--- config.mk ---
export PLATFORM = sky130hd
export DESIGN_NAME = tmr_fault_monitor
export DESIGN_NICKNAME = d
export VERILOG_FILES = /design/src/rtl/tmr_pkg.sv /design/src/rtl/tmr_dissent_cnt.sv /design/src/rtl/tmr_fault_monitor.sv
export SDC_FILE = /design/constraint.sdc
export NUM_CORES = 1
export LEC_CHECK = 0
export ABC_CLOCK_PERIOD_IN_PS = 2500
export BUFFER_PORTS_ARGS = -buffer_cell sky130_fd_sc_hd__buf_2
export CAP_MARGIN = 20
export CORE_ASPECT_RATIO = 0.7
export CORE_MARGIN = 10
export CORE_UTILIZATION = 40
export CTS_BUF_LIST = sky130_fd_sc_hd__clkbuf_2 sky130_fd_sc_hd__clkbuf_4 sky130_fd_sc_hd__clkbuf_8
export CTS_CLUSTER_DIAMETER = 120
export DETAILED_ROUTE_END_ITERATION = 8
export PLACE_DENSITY_LB_ADDON = 0.12
export SLEW_MARGIN = 15
export SYNTH_ARGS = -nofsm -noshare
export SYNTH_HDL_FRONTEND = slang
export SYNTH_SLANG_ARGS = --single-unit
--- constraint.sdc ---
create_clock -name clk -period 2.5 [get_ports clk]
set_input_delay 0.125 -clock clk [delete_from_list [all_inputs] [get_ports clk]]
set_output_delay 0.125 -clock clk [all_outputs]
set_load 0.05 [all_outputs]
--- src/rtl/tmr_pkg.sv ---
// Shared types and helpers for the TMR fault monitor: health states,
// channel indices, majority and popcount functions.
package tmr_pkg;

  typedef enum logic [1:0] {
    ST_OK       = 2'd0,
    ST_DEGRADED = 2'd1,
    ST_FAILED   = 2'd2
  } health_t;

  localparam int CH_A = 0;
  localparam int CH_B = 1;
  localparam int CH_C = 2;

  function automatic logic maj3(input logic a, input logic b, input logic c);
    return (a & b) | (a & c) | (b & c);
  endfunction

  function automatic logic [1:0] popcount3(input logic [2:0] v);
    return {1'b0, v[0]} + {1'b0, v[1]} + {1'b0, v[2]};
  endfunction

endpackage

--- src/rtl/tmr_dissent_cnt.sv ---
// One saturating consecutive-dissent counter; reach flags that the
// post-update count is at or above THRESH.
module tmr_dissent_cnt #(
  parameter int THRESH = 4,
  parameter int CNT_W  = 4
) (
  input  logic clk,
  input  logic rst,
  input  logic clr,
  input  logic valid,
  input  logic dis,
  output logic reach
);

  localparam logic [CNT_W-1:0] CNT_MAX  = {CNT_W{1'b1}};
  localparam logic [CNT_W-1:0] THRESH_V = CNT_W'(THRESH);

  logic [CNT_W-1:0] cnt_reg;
  logic [CNT_W-1:0] cnt_next;

  // Any agreeing valid sample breaks the run; idle cycles leave it alone.
  always_comb begin
    cnt_next = cnt_reg;
    if (clr) begin
      cnt_next = '0;
    end else if (valid) begin
      if (!dis)                  cnt_next = '0;
      else if (cnt_reg != CNT_MAX) cnt_next = cnt_reg + 1'b1;
    end
  end

  assign reach = (cnt_next >= THRESH_V);

  always_ff @(posedge clk) begin
    if (rst) cnt_reg <= '0;
    else     cnt_reg <= cnt_next;
  end

endmodule

--- src/rtl/tmr_fault_monitor.sv ---
// Checks an upstream TMR voter: per-channel dissent tracking, sticky faults,
// health FSM and voter cross-check. TMR_ERR_CLEAR_EN adds the err_clr port.
module tmr_fault_monitor
  import tmr_pkg::*;
#(
  parameter int THRESH = 4,
  parameter int CNT_W  = 4
) (
  input  logic       clk,
  input  logic       rst,
`ifdef TMR_ERR_CLEAR_EN
  input  logic       err_clr,
`endif
  input  logic       in_valid,
  input  logic       a,
  input  logic       b,
  input  logic       c,
  input  logic       y,
  output logic       y_q,
  output logic       y_q_valid,
  output logic [2:0] dissent,
  output logic [2:0] faulty,
  output logic [1:0] state,
  output logic       voter_err
);

  logic       clr;
  logic       m;
  logic [2:0] ch;
  logic [2:0] dissent_next;
  logic [2:0] reach;
  logic [2:0] faulty_next;
  logic [1:0] nfault;

  logic       y_q_reg;
  logic       y_q_valid_reg;
  logic [2:0] dissent_reg;
  logic [2:0] faulty_reg;
  logic       voter_err_reg;
  health_t    state_reg;
  health_t    state_next;

`ifdef TMR_ERR_CLEAR_EN
  assign clr = err_clr;
`else
  assign clr = 1'b0;
`endif

  assign m  = maj3(a, b, c);
  assign ch = {c, b, a};

  generate
    for (genvar gi = 0; gi < 3; gi++) begin : g_ch
      assign dissent_next[gi] = in_valid & (ch[gi] != m);

      tmr_dissent_cnt #(
        .THRESH (THRESH),
        .CNT_W  (CNT_W)
      ) u_cnt (
        .clk   (clk),
        .rst   (rst),
        .clr   (clr),
        .valid (in_valid),
        .dis   (dissent_next[gi]),
        .reach (reach[gi])
      );
    end
  endgenerate

  assign faulty_next = clr ? 3'b000 : (faulty_reg | reach);
  assign nfault      = popcount3(faulty_next);

  always_comb begin
    state_next = state_reg;
    if (clr) begin
      state_next = ST_OK;
    end else begin
      case (state_reg)
        ST_OK: begin
          if (nfault >= 2'd2)      state_next = ST_FAILED;
          else if (nfault == 2'd1) state_next = ST_DEGRADED;
        end
        ST_DEGRADED: begin
          if (nfault >= 2'd2) state_next = ST_FAILED;
        end
        ST_FAILED: state_next = ST_FAILED;
        default:   state_next = ST_OK;
      endcase
    end
  end

  always_ff @(posedge clk) begin
    if (rst) begin
      y_q_reg       <= 1'b0;
      y_q_valid_reg <= 1'b0;
      dissent_reg   <= 3'b000;
      faulty_reg    <= 3'b000;
      voter_err_reg <= 1'b0;
      state_reg     <= ST_OK;
    end else begin
      y_q_valid_reg <= in_valid;
      dissent_reg   <= dissent_next;
      faulty_reg    <= faulty_next;
      state_reg     <= state_next;
      // Output is forced low once the triple can no longer be trusted.
      if (in_valid) y_q_reg <= (state_reg == ST_FAILED) ? 1'b0 : m;
      if (clr)      voter_err_reg <= 1'b0;
      else if (in_valid && (y != m)) voter_err_reg <= 1'b1;
    end
  end

  assign y_q       = y_q_reg;
  assign y_q_valid = y_q_valid_reg;
  assign dissent   = dissent_reg;
  assign faulty    = faulty_reg;
  assign state     = state_reg;
  assign voter_err = voter_err_reg;

endmodule

==> out/summary.json, run 1 <==
{
  "synthesis": {
    "post_synth_num_cell_types": 38,
    "synthTopCellsByArea": "dfxtp_1, ha_1, a21oi_1, nand3b_1, nor2_1",
    "syn_area_um2": 1270,
    "synth_top_cell_area_share_pct": 36.4,
    "ys_seq_elements": 23,
    "synth_area_leader_cell": "dfxtp_1",
    "number_of_synthesized_flops_with_an_enable_pin": 0,
    "synth.yosys.warnings": 0,
    "synth.avg_cell_area_um2": 8.85,
    "post_synth_inst_count": 143,
    "synth_async_sr_flop_share_pct": 0,
    "synth.net_count": 158,
    "synth-seq-area-share_pct": 36.4,
    "synth_top_flop_cell": "dfxtp_1"
  },
  "floorplanning": {
    "die_y_um": 67.1,
    "rows": 16,
    "design.die.area_um2": 5850,
    "die_w_um": 87.2,
    "floorplan.initialDensity_pct": 43.6,
    "ioPinCount": 18,
    "core_um2": 2900
  },
  "final_layout": {
    "area_growth_pct": 15.4,
    "multiInputGateArea_um2": 769,
    "area.sequential_um2": 460,
    "drive_gt1_share_pct": 22.0,
    "filler_cells": 287,
    "instances_no_fill": 200,
    "antenna_cells_inserted": 0,
    "nets": 180
  },
  "sta": {
    "finalSetupViolCount": 0,
    "worst-slew-pin-transition_ns": 0.442,
    "tns_setup_ns": 0,
    "rsz0062_at_grt": "false",
    "maxSlewHeadroom_pct": 70.5,
    "period_utilization_post_route_pct": 92.3,
    "fin_worst_skew_ns": 0.00361,
    "finalHoldWorstSlack_ns": 0.215,
    "final_hold_viol_count": 0,
    "post-route-min-period_ns": 2.31,
    "achievable-frequency_mhz": 433,
    "slew_viol_final": 0
  },
  "power": {
    "irDropWorstVdd_uv": 256,
    "static-leakage-power_nw": 0.615,
    "power_per_cell_area_nw_per_um2": 481
  },
  "global_route": {
    "maximum_number_of_pins_on_one_net_before_global_route_repair": 23,
    "grt_pass1_wl_um": 4610,
    "grtUsageTotal_pct": 9.58,
    "remaining_global_route_overflow": 0,
    "first_global_vias": 1045,
    "grt_antenna_before_repair": 0
  },
  "worst_setup_path": {
    "setup_slack_of_the_worst_register_to_register_path_ns": 0.19,
    "timing.critical_path.cells": "ha_1, nand2_1, o22ai_1, a21o_1, nand3_1, fa_1, inv_1, a211oi_1, o21bai_1, a21oi_1",
    "cp_max_fo": 4,
    "worstSetupEndpoint": "state[1]",
    "data_required_time_at_the_worst_endpoint_ns": 2.69,
    "regToRegEndpoint": "state[1]",
    "rr_worst_depth": 10,
    "crit_path_max_incr_delay_ns": 0.58,
    "nature_of_the_critical_path_endpoint": "register",
    "timing_worst_setup_path_type": "reg2reg",
    "timing.critical_path.from_type": "register",
    "critical_path_arrival_ns": 2.50,
    "cp_slowest_cell": "fa_1"
  },
  "worst_hold_path": {
    "holdCritStartpoint": "in_valid",
    "holdCritPathClass": "in2reg",
    "worst_hold_path.num_cells": 2
  },
  "drt": {
    "initialDrtViolationCount": 66,
    "detail_route.first_pass.iterations": 6,
    "drc_errors": 0,
    "wirelength_um": 2820,
    "routed_wire_length_per_instance_um": 14.1,
    "total_via_count_after_detailed_routing": 1065,
    "via_per_instance_ratio": 5.33,
    "antenna_violating_nets_post_route": 0
  },
  "placement": {
    "numPortBuffers": 17,
    "placed_cells_incl_taps": 195,
    "dp.final_hpwl_um": 2050,
    "gp_congestion": 0.800
  },
  "cts": {
    "cts-htree-levels": 1,
    "post_cts_hold_buffer_count": 0,
    "clk-insertion-delay-late_ns": 0.27,
    "sinks_on_the_clock_net": 23,
    "tritoncts_buffer_count": 3,
    "tritoncts": "done",
    "clock_tree.buffer_depth": 2,
    "root_buffer": "clkbuf_8",
    "clk_transition_reported_paths_ns": 0.08
  },
  "flow_run": {
    "max_cap_viol_count": 0
  },
  "run_status": {
    "outcome": "finished, final reports clean"
  }
}
-- stage by stage --
stage / utilization [%] / power [mW] / instance area (um2) / worst slack (ns)
CTS: 49.7 / 0.715 / 1440 / 0.189
finish: 50.3 / 0.704 / 1460 / 0.192
floorplan: - / 0.442 / 1270 / 0.429
global route: 50.3 / 0.739 / 1460 / 0.00834
detailed placement: 48.0 / 0.466 / 1390 / 0.234
global placement: 48.0 / 0.464 / 1390 / 0.275
-- cell usage in the layout, fill, tap and decap left out, types with 4 or more instances in the layout --
cell / count
inv_1: 6
and3_1: 5
buf_4: 4
a211oi_1: 5
nand2_1: 9
buf_2: 17
dfxtp_1: 23
ha_1: 6
a21oi_1: 14
nand2b_1: 5
nand3b_1: 6
nand3_1: 4
nor2_1: 12
-- worst max-delay path: cells and delay by family (launching register included) --
kind	cells	cell delay [ns]
AND/OR/NAND/NOR	2	0.20
AO/OA/AOI/OAI	5	0.78
flip-flops	1	0.38
buffers and inverters	1	0.06
adder cells (fa/ha/maj)	2	0.81
-- Yosys cell counts, types with 2 or more instances --
cell and instances:
xor2_1 3, dfxtp_1 23, a31oi_1 3, nor2_1 12, clkbuf_1 2, a21o_1 2, a21boi_4 2, nor3b_1 3
o21ai_2 2, o21ai_0 3, and3_1 5, a31o_2 2, inv_1 6, ha_1 7, a211oi_1 5, nand2b_1 5
nand3b_1 6, nor2b_1 3, a21oi_1 14, and2_1 3, nor3_1 2, o31ai_1 2, nand3_1 4, nand2_1 9
or3b_1 2
-- power by group --
part           switching (mW)  internal [mW]  total, mW  leakage, nW
logic                  0.0525         0.0277     0.0801        0.402
registers             0.00439          0.373      0.378        0.186
clock network           0.121          0.125      0.246       0.0262
total                   0.178          0.526      0.704        0.615
-- cell type report --
class / instances / share of cell area [%]
multi-input cells: 110 / 52.7
flip-flops and latches: 23 / 31.5
repair buffers: 21 / 7.88
clock buffers: 4 / 3.34
well taps: 36 / 3.08
inverters: 6 / 1.54
-- per-layer routing --
metal	share of wire [%]	GRT usage (%)
met5	0	0
met4	0.60	3.97
met3	6.2	4.01
met2	44	14.9
met1	50	11.4
-- worst min-delay path by stage --
stage	slack, ns	endpoint
2_1_floorplan	0.33	dissent[2]
3_3_place_gp	0.45	voter_err
3_5_place_dp	0.47	y_q
4_1_cts	0.20	g_ch[2].u_cnt.cnt_reg[2]
5_1_grt	0.23	dissent[0]
6_report	0.21	g_ch[2].u_cnt.cnt_reg[2]
-- kinds of logic after synthesis --
logic type,Yosys count,synth area share [%]
xor+xnor,3,2.08
compound gates,40,22.2
flops,23,36.4
fa+ha+maj,9,9.29
buf+inv,10,3.85
simple gates,58,26.2
-- what timing repair did --
action | in CTS | in global routing
buffers inserted | 0 | 1
gates resized for setup | 0 | 3
setup endpoints to repair | 0 | 1
No activity file was read; power rests on OpenSTA's default activity.
==> run 2: changes to the inputs <==
--- a/config.mk
+++ b/config.mk
@@ -6,7 +6,7 @@
 export NUM_CORES = 1
 export LEC_CHECK = 0
 export ABC_CLOCK_PERIOD_IN_PS = 2500
-export BUFFER_PORTS_ARGS = -buffer_cell sky130_fd_sc_hd__buf_2
+export BUFFER_PORTS_ARGS = -buffer_cell sky130_fd_sc_hd__buf_4
 export CAP_MARGIN = 20
 export CORE_ASPECT_RATIO = 0.7
 export CORE_MARGIN = 10
==> run 2 against run 1 <==
Total power decreased by 1.7%. Combinational power is 4.7% higher. Sequential cell count did not move. Setup slack improved by 0.013 ns. Clock-buffer cell count decreased by 1. Sequential share of layout area is 0.43 points lower. Non-clock buffer count down 2. Sequential power hardly changed. Wire length fell by 3.6%. Via count about the same. Critical path depth fell by 1. Critical path type unchanged. Largest power group unchanged.
==> out/summary.json, run 2 (synthesis results as in run 1) <==
{
  "run_status": {
    "outcome": "finished, final reports clean"
  },
  "drt": {
    "antenna_violating_nets_post_route": {"value": 0, "change": "unchanged"},
    "wirelength": {"value": 2720, "unit": "um", "change": "-3.6%"},
    "detail_route.first_pass.iterations": {"value": 4, "change": "-2"},
    "dr_wl_met2": {"value": 1180, "unit": "um", "change": "-3.8%"},
    "post_route_met1_wirelength": {"value": 1340, "unit": "um", "change": "-4.0%"},
    "dr.max_layer_used": "met4",
    "via_per_instance_ratio": {"value": 5.37, "change": "+0.92%"},
    "routed_wire_length_per_instance": {"value": 13.7, "unit": "um", "change": "-2.6%"},
    "met3WireLength": {"value": 177, "unit": "um", "change": "+1.7%"},
    "total_via_count_after_detailed_routing": {"value": 1064, "change": "-0.094%"},
    "drc_errors": {"value": 0, "change": "unchanged"},
    "initialDrtViolationCount": {"value": 79, "change": "+20%"}
  },
  "floorplanning": {
    "ioPinCount": {"value": 18, "change": "unchanged"},
    "die_w": {"value": 87.2, "unit": "um", "change": "unchanged"},
    "floorplan.initialDensity": {"value": 43.6, "unit": "%", "change": "unchanged"},
    "rows": {"value": 16, "change": "unchanged"},
    "core": {"value": 2900, "unit": "um2", "change": "unchanged"},
    "die_y": {"value": 67.1, "unit": "um", "change": "unchanged"},
    "design.die.area": {"value": 5850, "unit": "um2", "change": "unchanged"}
  },
  "power": {
    "power_per_cell_area": {"value": 467, "unit": "nW/um2", "change": "-3.0%"},
    "irDropWorstVdd": {"value": 394, "unit": "uV", "change": "+54%"},
    "static-leakage-power": {"value": 0.616, "unit": "nW", "change": "+0.21%"}
  },
  "global_route": {
    "grtUsageTotal": {"value": 9.96, "unit": "%", "change": "+0.38 points"},
    "grt_antenna_before_repair": {"value": 0, "change": "unchanged"},
    "first_global_vias": {"value": 1056, "change": "+1.1%"},
    "maximum_number_of_pins_on_one_net_before_global_route_repair": {"value": 25, "change": "+8.7%"},
    "grt_pass1_wl": {"value": 4750, "unit": "um", "change": "+3.0%"},
    "remaining_global_route_overflow": {"value": 0, "change": "unchanged"}
  },
  "cts": {
    "clock_tree.buffer_depth": {"value": 2, "change": "unchanged"},
    "sinks_on_the_clock_net": {"value": 23, "change": "unchanged"},
    "cts-htree-levels": {"value": 1, "change": "unchanged"},
    "root_buffer": "clkbuf_8",
    "post_cts_buffers": {"value": 0, "change": "unchanged"},
    "tritoncts_buffer_count": {"value": 3, "change": "unchanged"},
    "clk-insertion-delay-late": {"value": 0.26, "unit": "ns", "change": "about the same"},
    "tritoncts": "done",
    "clk_transition_reported_paths": {"value": 0.08, "unit": "ns", "change": "about the same"}
  },
  "placement": {
    "gp_congestion": {"value": 0.808, "change": "+0.94%"},
    "placed_area": {"value": 1430, "unit": "um2", "change": "+2.5%"},
    "dp.final_hpwl": {"value": 2040, "unit": "um", "change": "-0.41%"},
    "numPortBuffers": {"value": 17, "change": "unchanged"}
  },
  "sta": {
    "maxSlewHeadroom": {"value": 76.4, "unit": "%", "change": "+5.9 points"},
    "worst-slew-pin-transition": {"value": 0.353, "unit": "ns", "change": "-0.0889 ns"},
    "rsz0062_at_grt": "false",
    "fin_worst_skew": {"value": 0.00527, "unit": "ns", "change": "+0.00165 ns"},
    "slew_viol_final": {"value": 0, "change": "unchanged"},
    "finalHoldWorstSlack": {"value": 0.192, "unit": "ns", "change": "-0.0230 ns"},
    "final_hold_viol_count": {"value": 0, "change": "unchanged"},
    "post-route-min-period": {"value": 2.30, "unit": "ns", "change": "-0.0130 ns"},
    "tns_setup": {"value": 0, "unit": "ns", "change": "unchanged"},
    "achievable-frequency": {"value": 436, "unit": "MHz", "change": "+0.57%"},
    "period_utilization_post_route": {"value": 91.8, "unit": "%", "change": "-0.52 points"},
    "finalSetupViolCount": {"value": 0, "change": "unchanged"}
  },
  "worst_setup_path": {
    "critical_path_arrival": {"value": 2.44, "unit": "ns", "change": "-0.06 ns"},
    "timing.critical_path.from_type": "register",
    "nature_of_the_critical_path_endpoint": "register",
    "timing_worst_setup_path_type": "reg2reg",
    "data_required_time_at_the_worst_endpoint": {"value": 2.65, "unit": "ns", "change": "-0.04 ns"},
    "cp_max_fo": {"value": 5, "change": "+1"}
  },
  "final_layout": {
    "layout_commonest_cell": "dfxtp_1",
    "antenna_cells_inserted": {"value": 0, "change": "unchanged"},
    "drive_gt1_share": {"value": 20.4, "unit": "%", "change": "-1.6 points"},
    "final_area": {"value": 1480, "unit": "um2", "change": "+1.4%"},
    "nets": {"value": 178, "change": "-1.1%"},
    "area_growth_pct": 17.0,
    "mostFrequentLayoutCells": "dfxtp_1, buf_4, a21oi_1"
  },
  "worst_hold_path": {
    "holdCritPathClass": "in2reg"
  },
  "flow_run": {
    "max_cap_viol_count": {"value": 0, "change": "unchanged"}
  }
}
run 2: worst max-delay path, stage by stage, from the launching register on:
cell	delay (ns)
dfxtp_1	0.35
ha_1	0.26
xor2_1	0.16
o31ai_1	0.29
nand2_1	0.12
fa_1	0.53
inv_1	0.07
a21o_1	0.20
a21oi_1	0.14
nor3_1	0.06
run 2: final cells by class:
class	count	area (um2)
clock buffer	3	41.3
tap	36	45.0
multi-input combinational	110	764
clock inverter	1	5.00
fill	268	1420
sequential	23	460
inverter	6	22.5
timing repair buffer	19	143
run 2: power breakdown:
group | internal (mW) | switching, mW | leakage, nW
Clock | 0.111 | 0.119 | 0.0255
Combinational | 0.0322 | 0.0518 | 0.404
Sequential | 0.373 | 0.00429 | 0.186
run 2: worst paths after layout:
check,end,depth (start not counted),slack [ns],startpoint
worst min-delay path,g_ch[0].u_cnt.cnt_reg[2],2,0.19,rst
worst min register to register,y_q,2,0.47,y_q
worst max register to register,state[0],9,0.20,register
worst max-delay path,state[0],9,0.20,register
run 2: layer usage:
| layer | vias up | GRT usage [%] |
|---|---|---|
| met5 | - | 0 |
| met4 | 0 | 3.97 |
| met3 | 2 | 4.62 |
| met2 | 24 | 15.4 |
| met1 | 490 | 11.7 |
| li1 | 548 | - |
run 2: timing repair:
action	in CTS	in global routing
endpoints found under the setup margin	0	1
resized for setup	0	2
hold buffers	0	0
run 2: metrics by stage:
stage | setup WS, ns | instances | utilization [%] | power, mW
after floorplan | 0.429 | 143 | - | 0.442
after global placement | 0.298 | 194 | 49.2 | 0.469
after detailed placement | 0.217 | 194 | 49.2 | 0.470
after CTS | 0.191 | 198 | 50.8 | 0.706
after global routing | 0.0256 | 198 | 51.0 | 0.738
final | 0.205 | 198 | 51.0 | 0.692
